===== src/rtl/vec_store_serializer.sv =====
// vec_store_serializer: drains one captured V-lane vector into scalar memory,
// one masked-in lane per accepted write, at ascending addresses from a base.
module vec_store_serializer #(
    parameter int N  = 20,
    parameter int V  = 8,
    parameter int AW = 16
) (
    input  logic            clk,
    input  logic            rst_n,
    input  logic            start,
    input  logic [AW-1:0]   base_addr,
    input  logic [V-1:0]    lane_mask,
    input  logic [V*N-1:0]  vec_data,
    input  logic            mem_ready,
    output logic            mem_we,
    output logic [AW-1:0]   mem_addr,
    output logic [N-1:0]    mem_wdata,
    output logic            busy,
    output logic            done
);
    localparam int LW = (V > 1) ? $clog2(V) : 1;
    localparam int IW = LW + 1;

    localparam logic [1:0] S_IDLE  = 2'd0;
    localparam logic [1:0] S_SCAN  = 2'd1;
    localparam logic [1:0] S_WRITE = 2'd2;
    localparam logic [1:0] S_DONE  = 2'd3;

    logic [1:0]    r_state;
    logic [V*N-1:0] r_data;
    logic [V-1:0]  r_mask;
    logic [AW-1:0] r_base;
    logic [IW-1:0] r_idx;
    logic [LW-1:0] r_cur;

    logic          w_found;
    logic [LW-1:0] w_sel;
    logic          w_last;

    // Lowest set mask bit at or above the current lane index.
    always_comb begin
        w_found = 1'b0;
        w_sel   = '0;
        for (int i = V - 1; i >= 0; i--) begin
            if (r_mask[i] && (IW'(i) >= r_idx)) begin
                w_found = 1'b1;
                w_sel   = LW'(i);
            end
        end
    end

    assign w_last = (r_cur == LW'(V - 1));

    always_ff @(posedge clk) begin
        if (!rst_n) begin
            r_state   <= S_IDLE;
            r_data    <= '0;
            r_mask    <= '0;
            r_base    <= '0;
            r_idx     <= '0;
            r_cur     <= '0;
            mem_we    <= 1'b0;
            mem_addr  <= '0;
            mem_wdata <= '0;
            busy      <= 1'b0;
            done      <= 1'b0;
        end else begin
            case (r_state)
                S_IDLE: begin
                    if (start) begin
                        r_data  <= vec_data;
                        r_mask  <= lane_mask;
                        r_base  <= base_addr;
                        r_idx   <= '0;
                        busy    <= 1'b1;
                        r_state <= S_SCAN;
                    end
                end
                S_SCAN: begin
                    if (w_found) begin
                        r_cur     <= w_sel;
                        mem_we    <= 1'b1;
                        mem_addr  <= r_base + AW'(w_sel);
                        mem_wdata <= r_data[w_sel*N +: N];
                        r_state   <= S_WRITE;
                    end else begin
                        busy    <= 1'b0;
                        done    <= 1'b1;
                        r_state <= S_DONE;
                    end
                end
                S_WRITE: begin
                    if (mem_ready) begin
                        mem_we <= 1'b0;
                        r_idx  <= IW'(r_cur) + IW'(1);
                        if (w_last) begin
                            busy    <= 1'b0;
                            done    <= 1'b1;
                            r_state <= S_DONE;
                        end else begin
                            r_state <= S_SCAN;
                        end
                    end
                end
                default: begin
                    done    <= 1'b0;
                    r_state <= S_IDLE;
                end
            endcase
        end
    end

endmodule


===== config.mk =====
export PLATFORM = sky130hd
export DESIGN_NAME = vec_store_serializer
export DESIGN_NICKNAME = d
export VERILOG_FILES = /design/src/rtl/vec_store_serializer.sv
export SDC_FILE = /design/constraint.sdc
export NUM_CORES = 1
export LEC_CHECK = 0
export BUFFER_PORTS_ARGS = -buffer_cell sky130_fd_sc_hd__buf_2
export CAP_MARGIN = 20
export CORE_MARGIN = 3
export CORE_UTILIZATION = 55
export CTS_BUF_LIST = sky130_fd_sc_hd__clkbuf_2
export DETAILED_ROUTE_END_ITERATION = 12
export GPL_TIMING_DRIVEN = 1
export PLACE_DENSITY = 0.86
export REMOVE_ABC_BUFFERS = 1
export SLEW_MARGIN = 20
export SYNTH_ARGS = -nofsm -noshare
export SYNTH_HDL_FRONTEND = slang
export SYNTH_SLANG_ARGS = --single-unit

===== constraint.sdc =====
create_clock -name clk -period 3.64 [get_ports clk]
set_input_delay 0.546 -clock clk [delete_from_list [all_inputs] [get_ports clk]]
set_output_delay 0.546 -clock clk [all_outputs]
set_load 0.1 [all_outputs]

==> flow_metrics.env <==
export IMPL_gr_total_overflow=0
export IMPL_wl_um=32400
export IMPL_final_hold_viol_count=0
export IMPL_crit_required_ns=4.30
export IMPL_start_util_pct=56.7
export IMPL_min_path_type="input port to register"
export IMPL_fmax_ghz=0.358
export IMPL_relSlewSlack_pct=35.7
export IMPL_setup_viol=0
export IMPL_grt_pass1_vias=10620
export IMPL_syn_area_mm2=0.00987
export IMPL_fin_crit_sh_pct=76.7
export IMPL_io_pins=227
export IMPL_crit_type="register to register"
export IMPL_ys_ff_latch=232
export IMPL_clock_sinks=232
export IMPL_die_w_um=140
export IMPL_gp_congestion=0.840
export IMPL_synth_distinct_cells=51
export IMPL_final_nets=1746
export IMPL_area_growth_pct=35.5
export IMPL_slew_viol_final=0
export IMPL_cp_top_family="compound AO/OA/AOI/OAI gates"
export IMPL_rows=48
export IMPL_path_buf_inv=1
export IMPL_ir_drop_mv=0.548
export IMPL_vias_per_cell=5.63
export IMPL_port_buffers=226
export IMPL_avgSynthCellArea_um2=8.59
export IMPL_drt_iter0_drc=763
export IMPL_final_cells=1816
export IMPL_placed_cell_area_mm2=0.0110
export IMPL_vias=10224
export IMPL_cts_buffer_depth=3
export IMPL_h_tree_depth=2
export IMPL_die_height_um=140
export IMPL_drv_cap=0
export IMPL_drc_errors=0
export IMPL_yosysSeqAreaShare_pct=47.1
export IMPL_final_util_pct=76.8
export IMPL_final_area_mm2=0.0134
export IMPL_crit_slowest_cell="mux4_2"
export IMPL_period_needed_ns=2.79
export IMPL_synthArstFlopShare_pct=0
export IMPL_power_leakage_nw=5.73
export IMPL_grt_setup_unrepaired="false"
export IMPL_ctsResizeCount=0
export IMPL_path_max_fanout=22
export IMPL_synth_edf_count=0
export IMPL_grt_max_degree=213
export IMPL_routedWlPerCell_um=17.9
export IMPL_clock_latency_ns=0.85
export IMPL_yosys_warnings=0
export IMPL_r2r_start="r_idx[2]"
export IMPL_slowest_delay_ns=0.58
export IMPL_fp_dieArea_mm2=0.0196
export IMPL_crit_chain="o21ai_0, a221oi_2, o21ai_2, a22oi_4, buf_4, mux4_2, a22oi_1, o21ai_1"
export IMPL_drive_gt1_share_pct=24.3
export IMPL_ys_flop_type="dfxtp_1"
export IMPL_antenna_found_initial=4
export IMPL_path_clk_slew_ns=0.10
export IMPL_grt_usage_pct=32.5
export IMPL_cts_buffers=56
export IMPL_powerDensity_mw_per_mm2=574
export IMPL_syn_inst=1149
export IMPL_cts_tree="yes"
export IMPL_grt_pass1_wl_um=51800
export IMPL_arrival_ns=3.46
export IMPL_cts_root_buffer="clkbuf_2"
export IMPL_start_kind="register"
export IMPL_core_area_mm2=0.0174
export IMPL_dp_cells=1529
export IMPL_setup_worst_path_start="r_idx[2]"
export IMPL_status="completed"
export IMPL_hpwlAfterDp_um=16100
export IMPL_firstDrtPassIters=5
export IMPL_skew_ns=0.0541
export IMPL_worstHoldStart="mem_ready"
export IMPL_end_kind="register"
export IMPL_final_antenna_net_count=0
export IMPL_fin_ws_ns=0.849
export IMPL_place_ws_ns=0.971
export IMPL_worstMarginPinSlew_ns=0.964
-- registers in the layout (all words and copies together) (netlist names) --
name,count
done,1
r_cur,3
mem_we,1
r_base,16
r_data,160
busy,1
mem_wdata,20
r_idx,4
mem_addr,16
r_mask,8
r_state,2
-- tightest hold or removal path, stage by stage --
cell and delay, ns:
buf_2 0.12, nand2_1 0.05, a2bb2oi_1 0.05, nor2_1 0.07
-- per-layer routing --
layer,wire length [um],global-route usage (%),vias to the layer above
met3,2290,7.14,181
met2,16200,55.7,578
met5,0,0,-
met1,11800,35.7,4750
met4,2150,22.7,0
li1,-,-,4715
-- logic make-up (layout without fill, tap and decap cells) --
kind of cell,Yosys count,in the layout,synth area share (%)
other,0,5,0
buffers and inverters,96,533,4.79
and+or+nand+nor,452,452,17.9
adders and majority gates,12,12,1.60
AOI/OAI and AO/OA,267,267,15.6
muxes,77,77,11.9
DFF,232,232,47.1
xor gates and xnor gates,13,13,1.15
-- Yosys cell counts (11+ instances only) --
cell type / n / area [um2]
mux2_2: 30 / 338
o21ai_1: 14 / 70.1
mux4_2: 11 / 248
a22oi_1: 23 / 173
mux2i_1: 22 / 220
dfxtp_1: 232 / 4640
ha_1: 11 / 138
nor2_1: 33 / 124
a21oi_1: 193 / 966
clkbuf_1: 59 / 221
nand2_1: 391 / 1470
a211oi_1: 13 / 97.6
mux4_1: 14 / 368
-- report_power, final --
group          internal [mW]  switching, mW  leakage [nW]  total [mW]
logic                  0.975           1.82          3.44        2.79
registers               2.90          0.228          1.90        3.13
clock network          0.694           1.05         0.394        1.75
-- cells in the final DEF (no fill, tap or decap), types with 3 or more instances in the layout --
cell	n
nand2_1	390
dfxtp_1	232
buf_2	226
a21oi_1	193
dlygate4sd3_1	184
clkbuf_2	87
nor2_1	32
mux2_2	30
a22oi_1	23
mux2i_1	22
o21ai_1	14
mux4_1	14
a211oi_1	13
mux4_2	11
ha_1	11
buf_4	11
nand3_1	10
inv_1	10
xor2_1	10
clkinv_1	9
diode_2	5
o21ai_0	5
nand4_1	4
xnor2_1	3
buf_12	3
-- area by class of cell --
type	count	area (um2)
Inverter	11	46.3
Clock inverter	11	68.8
Multi-Input combinational cell	821	4770
Timing Repair Buffer	424	3120
Tap cell	225	282
Antenna cell	5	12.5
Fill cell	1128	4040
Sequential cell	232	4640
Clock buffer	87	435
-- through the flow --
step / TNS, ns / hold WS (ns) / power [mW]
6_report: 0 / 0.0672 / 7.67
5_1_grt: 0 / 0.0668 / 8.05
4_1_cts: 0 / 0.00247 / 7.57
3_5_place_dp: 0 / 0.433 / 5.72
3_3_place_gp: 0 / 0.420 / 5.64
2_1_floorplan: -147.05 / 0.432 / 5.13
-- final timing paths --
kind / cells past startpoint / slack, ns / endpoint
worst max register to register: 8 / 0.85 / mem_wdata[9]
worst min register to register: 2 / 0.45 / mem_wdata[18]
worst max-delay path: 8 / 0.85 / mem_wdata[9]
worst min-delay path: 4 / 0.07 / mem_we
-- what timing repair did --
item                      4_1_cts  5_1_grt
hold endpoints to repair      184        0
setup buffers                   0        0
hold buffers                  184        0
Power figures use the tool's default switching activity.
